--- config.mk ---
export PLATFORM = sky130hd
export DESIGN_NAME = mem_dump_tx
export DESIGN_NICKNAME = d
export VERILOG_FILES = /design/src/rtl/mem_dump_tx.sv
export SDC_FILE = /design/constraint.sdc
export NUM_CORES = 1
export LEC_CHECK = 0
export CORE_UTILIZATION = 40
export DETAILED_ROUTE_END_ITERATION = 10
export MAX_ROUTING_LAYER = met4
export PLACE_DENSITY_LB_ADDON = 0.05
export SETUP_SLACK_MARGIN = 0.5
export SLEW_MARGIN = 25
export SYNTH_ARGS = -nofsm -noshare
export SYNTH_HDL_FRONTEND = slang
export SYNTH_SLANG_ARGS = --single-unit
--- constraint.sdc ---
create_clock -name clk -period 3.8 [get_ports clk]
set_clock_uncertainty 0.15 [all_clocks]
set_input_delay 0.38 -clock clk [delete_from_list [all_inputs] [get_ports clk]]
set_output_delay 0.38 -clock clk [all_outputs]
set_load 0.005 [all_outputs]
--- src/rtl/mem_dump_tx.sv ---
// mem_dump_tx: reads a block of RAM over the shared memory bus and streams
// each byte out as an 8N1 UART frame (LSB first, line idles high).
// Handshake: start is a one-cycle request accepted only in IDLE when abort
// is low; busy marks bus ownership, done pulses once per completed dump.
// Every output, including the debug view of the FSM state, is a register.
module mem_dump_tx #(
   parameter int ADDR_W  = 16,
   parameter int RD_LAT  = 2,
   parameter int CLK_DIV = 4
) (
   input  logic              clk,
   input  logic              rst,
   input  logic              start,
   input  logic              abort,
   input  logic [ADDR_W-1:0] start_addr,
   input  logic [ADDR_W-1:0] length,
   input  logic [7:0]        data_in,
   output logic [ADDR_W-1:0] addr,
   output logic              read,
   output logic              tx,
   output logic              busy,
   output logic              done,
   output logic [2:0]        state_dbg
);

   typedef enum logic [2:0] {
      S_IDLE  = 3'd0,
      S_REQ   = 3'd1,
      S_START = 3'd2,
      S_DATA  = 3'd3,
      S_STOP  = 3'd4,
      S_FIN   = 3'd5
   } state_t;

   localparam logic [3:0]  LAT_LAST  = 4'(RD_LAT - 1);
   localparam logic [15:0] BAUD_LAST = 16'(CLK_DIV - 1);

   state_t state, state_next;

   logic [3:0]        lat_cnt, lat_cnt_next;
   logic [15:0]       baud_cnt, baud_cnt_next;
   logic [2:0]        bit_cnt, bit_cnt_next;
   logic [7:0]        shift, shift_next;
   logic [ADDR_W-1:0] remaining, remaining_next;
   logic [ADDR_W-1:0] addr_next;
   logic [ADDR_W-1:0] rem_dec;
   logic              read_next, tx_next, busy_next, done_next;
   logic              accept, lat_end, bit_end, kill;

   // abort wins over start in IDLE, and cancels any active dump
   assign accept  = start & ~abort;
   assign kill    = abort & (state != S_IDLE);
   assign lat_end = (lat_cnt == LAT_LAST);
   assign bit_end = (baud_cnt == BAUD_LAST);
   assign rem_dec = remaining - ADDR_W'(1);

   assign state_dbg = state;

   // state register
   always_ff @(posedge clk or negedge rst) begin
      if (!rst) state <= S_IDLE;
      else      state <= state_next;
   end

   // next-state logic: one read phase then a 10-bit frame per byte
   always_comb begin
      state_next = state;
      case (state)
         S_IDLE:  if (accept) state_next = (length != '0) ? S_REQ : S_FIN;
         S_REQ:   if (lat_end) state_next = S_START;
         S_START: if (bit_end) state_next = S_DATA;
         S_DATA:  if (bit_end && bit_cnt == 3'd7) state_next = S_STOP;
         S_STOP:  if (bit_end) state_next = (rem_dec != '0) ? S_REQ : S_FIN;
         S_FIN:   state_next = S_IDLE;
         default: state_next = S_IDLE;
      endcase
      if (kill) state_next = S_IDLE;
   end

   // datapath next values: address, byte count, shifter and counters
   always_comb begin
      addr_next      = addr;
      remaining_next = remaining;
      shift_next     = shift;
      lat_cnt_next   = '0;
      baud_cnt_next  = '0;
      bit_cnt_next   = '0;
      case (state)
         S_IDLE: begin
            if (accept && length != '0) begin
               addr_next      = start_addr;
               remaining_next = length;
            end
         end
         S_REQ: begin
            lat_cnt_next = lat_end ? 4'd0 : lat_cnt + 4'd1;
            // the RAM data is valid on the last cycle of the read phase
            if (lat_end) shift_next = data_in;
         end
         S_START: begin
            baud_cnt_next = bit_end ? 16'd0 : baud_cnt + 16'd1;
         end
         S_DATA: begin
            baud_cnt_next = bit_end ? 16'd0 : baud_cnt + 16'd1;
            bit_cnt_next  = bit_cnt;
            if (bit_end) begin
               bit_cnt_next = bit_cnt + 3'd1;
               shift_next   = {1'b0, shift[7:1]};
            end
         end
         S_STOP: begin
            baud_cnt_next = bit_end ? 16'd0 : baud_cnt + 16'd1;
            if (bit_end) begin
               remaining_next = rem_dec;
               // address wraps naturally at 2^ADDR_W
               if (rem_dec != '0) addr_next = addr + ADDR_W'(1);
            end
         end
         default: ;
      endcase
      if (kill) begin
         lat_cnt_next  = '0;
         baud_cnt_next = '0;
         bit_cnt_next  = '0;
      end
   end

   // output next values derived from the state being entered, so the
   // registered outputs line up exactly with the state they describe
   always_comb begin
      read_next = (state_next == S_REQ);
      busy_next = (state_next == S_REQ) || (state_next == S_START) ||
                  (state_next == S_DATA) || (state_next == S_STOP);
      done_next = (state_next == S_FIN);
      case (state_next)
         S_START: tx_next = 1'b0;
         S_DATA:  tx_next = shift_next[0];
         default: tx_next = 1'b1;
      endcase
   end

   // datapath and output registers
   always_ff @(posedge clk or negedge rst) begin
      if (!rst) begin
         addr      <= '0;
         remaining <= '0;
         shift     <= '0;
         lat_cnt   <= '0;
         baud_cnt  <= '0;
         bit_cnt   <= '0;
         read      <= 1'b0;
         tx        <= 1'b1;
         busy      <= 1'b0;
         done      <= 1'b0;
      end else begin
         addr      <= addr_next;
         remaining <= remaining_next;
         shift     <= shift_next;
         lat_cnt   <= lat_cnt_next;
         baud_cnt  <= baud_cnt_next;
         bit_cnt   <= bit_cnt_next;
         read      <= read_next;
         tx        <= tx_next;
         busy      <= busy_next;
         done      <= done_next;
      end
   end

endmodule

# After elaboration in Yosys (flattened, before gate mapping)
# Index checks and enable logic that the tools add are counted.
# W data, S select, Z words.
totals:
  output_inout_bits: 23
  inputBits: 44
  wordCells: 82
  reg_bits: 70
op_classes:
  n_reduce_logical: 15
  bitwise: 3
  n_addsub: 5
  muxes: 29
  n_eq_ne: 18
ops:
  columns: ["op", "n"]
  rows:
  - ["$mux W16", 8]
  - ["$pmux W16 S2", 2]
  - ["$mux W3", 11]
  - ["$add A16 B1 Y16 const B", 2]
  - ["$reduce_bool A16 Y1", 2]
  - ["$eq A16 B2 Y1 const B", 1]
  - ["$mux W8", 2]
  - ["$pmux W8 S2", 1]
  - ["$sub A16 B1 Y16 const B", 1]
  - ["$pmux W3 S5", 1]
  - ["$eq A3 B2 Y1 const B", 4]
  - ["$eq A3 B3 Y1 const B", 4]
  - ["$mux W4", 3]
  - ["$ne A2 B2 Y1 const B", 5]
  - ["$eq A3 B1 Y1 const B", 2]
  - ["$reduce_and A3 Y1", 2]
  - ["$add A4 B1 Y4 const B", 1]
  - ["$eq A4 B1 Y1 const B", 1]
  - ["$reduce_and A4 Y1", 1]
  - ["$reduce_bool A2 Y1", 2]
  - ["$add A3 B1 Y3 const B", 1]
  - ["$logic_not A3 Y1", 1]
  - ["$logic_or A1 B1 Y1", 3]
  - ["$ne A3 B3 Y1 const B", 1]
  - ["other kinds (6)", 8]

# Longest topological paths before layout
logic_depth:
  ltp_word: 10
  depth_mapped: 9
  ltp_nobuf: 8

# Worst setup path after synthesis
# OpenSTA, ideal clock, no wires.
synth_path:
  kind: "reg-to-reg"
  from: "reg remaining[0]"
  to: "reg busy"
  required_time_ns: 3.530
  arrival_ns: 2.053
  n_path_buf: 0
  setup_ns: 0.120
  period_less_slack_ns: 2.323
  slack_ns: 1.477
  path_stages_with_launch: 9
  cell_sequence: "dfrtp_1 inv_1 ha_1 or3b_1 o32ai_1 a32o_2 nand3_1 and3b_1 a31o_2"
synth_via:
  elab_chain_len: 10
  elab_cells_between_ends: 13
  classes_between: "add/sub: 1; eq/ne: 4; mux: 4; reduce/logical: 4"
synth_rtl:
  columns: ["element", "line_no", "rtl"]
  rows:
  - ["from (decl)", "44", "logic [ADDR_W-1:0] remaining, remaining_next;"]
  - ["from (signal assigned)", "157", "remaining <= remaining_next;"]
  - ["$sub A16 B1 Y16 (*)", "55", "assign rem_dec = remaining - ADDR_W'(1);"]
  - ["$reduce_bool A16 Y1 (*)", "73", "S_STOP: if (bit_end) state_next = (rem_dec != '0) ? S_REQ : S_FIN;"]
  - ["$mux W3 (*) (2 in series)", "73", null]
  - ["$pmux W3 S5 (*)", "68", "case (state)"]
  - ["$mux W3 (*)", "77", "if (kill) state_next = S_IDLE;"]
  - ["$eq A3 B1 Y1 / $eq A3 B2 Y1 (equally long branches)", "132", "busy_next = (state_next == S_REQ) || (state_next == S_START) ||"]
  - ["$logic_or A1 B1 Y1 (2 in series)", "132", null]
  - ["$logic_or A1 B1 Y1 (*)", "133", "(state_next == S_DATA) || (state_next == S_STOP);"]
  - ["named net busy_next", "47", "logic read_next, tx_next, busy_next, done_next;"]
  - ["to (signal assigned)", "164", "busy <= busy_next;"]
  - ["to (decl)", "21", "output logic busy,"]
# The timed path passes the listed nets; every way through them passes the cells marked *.
# A chain may end at the register's enable or synchronous reset.

# Worst setup path in the final report
layout_path:
  from: "reg remaining[0]"
  to: "reg addr[0]"
layout_via:
  elab_chain_len: 4
layout_rtl:
  columns: ["element", "line_no", "rtl"]
  rows:
  - ["$sub A16 B1 Y16", "55", null]
  - ["$reduce_bool A16 Y1", "116", "if (rem_dec != '0) addr_next = addr + ADDR_W'(1);"]
  - ["$ne A2 B2 Y1 (no line)", null, null]
  - ["$reduce_and A4 Y1 (no line)", null, null]
  - ["to (signal assigned)", "156", "addr <= addr_next;"]
  - ["to (decl)", "18", "output logic [ADDR_W-1:0] addr,"]
# No other way between the ends.

==> results.py <==
metrics = {
    "worst_setup_path": {
        "slowest_stage_delay_on_critical_path_ns": 0.69,
        "timing.critical_path.fanout_max": 32,
        "critPathTopFamily": "simple AND/OR/NAND/NOR gates",
        "cp.arrival_ns": 2.97,
        "start_kind": "flop",
        "timing_worst_setup_path_type": "flop to flop",
        "timing.critical_path.required_ns": 3.89,
        "cpMaxStageDelayCell": "a31oi_4",
        "kind_of_end_point_of_the_critical_path": "flop",
        "critical_path_buf_inv_count": 1,
        "worstPathCellList": "inv_1, ha_1, nor3b_2, nand2_1, nor4b_4, a31oi_4, mux2i_1, nand2_1",
        "critical-path-top-cell-by-count": "nand2_1",
    },
    "global_routing": {
        "grt_antenna_before_repair": 0,
        "grt_max_degree": 71,
        "grt_pass1_wl_mm": 16.42,
        "groute.usage.overall_pct": 20.99,
        "via_count_of_the_first_global_routing_pass": 3414,
        "overflow": 0,
    },
    "floorplan": {
        "die-height_microns": 101.5,
        "initial_core_util_pct": 42.07,
        "die_w_microns": 101.5,
        "num_io_pins": 67,
        "area_of_the_die_sq_mm": 0.01031,
        "coreArea_sq_mm": 0.009415,
        "row_count": 35,
    },
    "sta": {
        "relSlewSlack_pct": 31.52,
        "setup_tns_ns": 0,
        "fin_crit_ns": 2.884,
        "finalCritPeriodShare_pct": 75.90,
        "finalHoldViolations": 0,
        "final-max-slew-violation-count": 0,
        "worst_pin_slew_ns": 1.027,
        "upper_clock_frequency_limit_ghz": 0.3467,
        "unrepaired_setup_endpoints_after_global_routing": "false",
        "setup_violations": 0,
    },
    "clock_tree": {
        "clkLatencyLatePin_ns": 0.35,
        "cts_max_path_buffers": 2,
        "cts_tree": "built",
        "clkSinkCount": 70,
        "cts-htree-levels": 3,
        "clk_root_buffer_cell": "clkbuf_8",
        "post_cts.resized_instances": 0,
        "clk_pin_slew_worst_paths_ns": 0.09,
        "cts_buffer_count": 9,
    },
    "routing": {
        "ant_nets": 0,
        "number_of_violations_reported_at_the_end_of_detailed_routing_iteration_0": 175,
        "drc": 0,
        "drtPass1Iterations": 4,
        "route.detailed.vias_per_inst": 5.433,
        "vias": 3537,
        "final_wl_mm": 9.688,
        "drt-wirelength-per-cell_microns": 14.88,
    },
    "synthesis": {
        "syn_inst": 453,
        "synth_async_sr_flop_share_pct": 100.0,
        "most_frequent_cell_after_synthesis": "dfrtp_1",
        "ys_seq_area_share_pct": 44.25,
        "yosys_most_used_dff": "dfrtp_1",
        "synth_common_cells": "dfrtp_1, nor2_1, nand2_1, a21oi_1, o21ai_0",
        "yosysTopAreaCell": "dfrtp_1",
        "synth_top_cells_by_area": "dfrtp_1, nor2_1, a21oi_1, nand2_1, o21ai_0",
        "yosys_register_bits": 70,
        "avg_cell_area_syn_sq_um": 8.745,
        "synth_top_cell_area_share_pct": 43.59,
        "syn-cell-area_sq_mm": 0.003961,
        "yosys_warnings": 0,
        "synth_nets": 505,
        "synth.lib_cells_used.distinct": 56,
        "number_of_flops_mapped_to_enable_cells_by_yosys": 0,
    },
    "final_layout": {
        "drive_gt1_share_pct": 7.854,
        "area.growth.synth_to_final_pct": 26.50,
        "num_antenna_cells": 0,
        "utilization_pct": 53.22,
        "nets": 569,
        "post-route-cell-area_sq_mm": 0.005011,
    },
    "power_and_ir_drop": {
        "leakage_power_nw": 2.004,
        "intPower_w": 0.001931,
        "power.net_switching_w": 0.001063,
        "seq_power_share_pct": 42.8,
        "power.switching_fraction_pct": 35.50,
        "comb_power_share_pct": 31.8,
        "vdd_drop_max_uv": 304.7,
        "power_density_mw_per_mm2": 597.5,
        "p_clk_share_pct": 25.4,
    },
    "worst_hold_path": {
        "min-delay-path-class": "flop to flop",
    },
    "placed_design": {
        "io_buffer_count": 66,
        "gpl.final_weighted_congestion": 0.8984,
        "hpwl_mm": 6.632,
        "place_area_sq_mm": 0.004720,
    },
    "outcome": {
        "status": "finished, final reports clean",
    },
    "run": {
        "cap_viol_max_count": 0,
    },
}
-- flip-flops by register name (all words and copies together), names as in the netlist --
| signal | count |
|---|---|
| shift | 8 |
| bit_cnt | 3 |
| done | 1 |
| addr | 16 |
| state_dbg | 3 |
| remaining | 16 |
| lat_cnt | 4 |
| busy | 1 |
| baud_cnt | 16 |
| tx | 1 |
| read | 1 |
-- worst min-delay path, cell delays in order, from the launching register on --
cell,delay (ns)
dfrtp_1,0.35
nand2_1,0.05
nand2_1,0.06
-- power by group through the flow --
stage / clock, W / combinational, W / sequential, W
after global routing: 0.000817 / 0.00107 / 0.00133
final: 0.000762 / 0.000951 / 0.00128
after CTS: 0.000787 / 0.000953 / 0.00128
after floorplan: 0 / 0.000602 / 0.00120
after global placement: 0 / 0.000941 / 0.00128
after detailed placement: 0 / 0.000950 / 0.00129
-- area by class of cell --
cell class	count	area, sq um
clock inverter	6	116.4
sequential	70	1753
multi-input combinational	357	2090
timing repair buffer	73	730.7
fill	893	4404
clock buffer	10	137.6
inverter	6	22.52
tap	129	161.4
-- kinds of logic after synthesis --
| logic type | after synthesis | share of synthesized area (%) |
|---|---|---|
| adders and majority gates | 8 | 2.527 |
| xor gates and xnor gates | 17 | 3.759 |
| AOI/OAI and AO/OA | 121 | 18.67 |
| DFF | 70 | 44.25 |
| muxes | 4 | 1.011 |
| buffers and inverters | 26 | 3.159 |
| and+or+nand+nor | 207 | 26.63 |
-- stage by stage --
step | setup slack (ns) | total power (W) | instances | hold WS, ns
floorplan | 1.477 | 0.001805 | 453 | -0.06559
global placement | 1.009 | 0.002226 | 633 | 0.3023
detailed placement | 0.9271 | 0.002240 | 633 | 0.3131
CTS | 0.9115 | 0.003020 | 649 | 0.1265
global route | 0.6960 | 0.003212 | 651 | 0.3529
finish | 0.9160 | 0.002994 | 651 | 0.3319
-- path summary, 6_finish.rpt --
kind / slack [ns] / endpoint / depth (start not counted) / start
max in group asynchronous: 2.54 / tx / 4 / rst
setup / recovery: 0.92 / addr[0] / 8 / remaining[0]
setup reg to reg: 0.92 / addr[0] / 8 / remaining[0]
hold / removal: 0.33 / shift[1] / 2 / shift[1]
hold reg to reg: 0.33 / shift[1] / 2 / shift[1]
min in group asynchronous: 0.39 / lat_cnt[3] / 3 / rst
-- repair_timing --
action / in CTS / in global routing
endpoints found under the hold margin: 0 / 19
hold buffers: 0 / 1
buffers inserted: 0 / 0
-- per-layer routing --
metal	track usage, %	up-vias	wire (microns)
li1	-	1755	-
met1	27.32	1690	4491
met2	33.99	88	4711
met3	3.865	4	433
met4	4.682	0	51
met5	-	-	0
-- cell usage in the layout (no fill, tap or decap), types with 9 or more instances in the layout --
| master | Yosys | routed |
|---|---|---|
| nor2_1 | 59 | 59 |
| a22oi_1 | 10 | 10 |
| nand2_1 | 52 | 52 |
| o21ai_0 | 37 | 37 |
| a21oi_1 | 41 | 41 |
| nand3_1 | 25 | 25 |
| nor3_1 | 9 | 9 |
| clkdlybuf4s50_1 | 0 | 65 |
| and3_1 | 10 | 10 |
| nor4_1 | 9 | 9 |
| dfrtp_1 | 69 | 69 |
| clkbuf_8 | 0 | 10 |
| xnor2_1 | 9 | 9 |
Note: power is estimated with default switching activity, not from simulation.
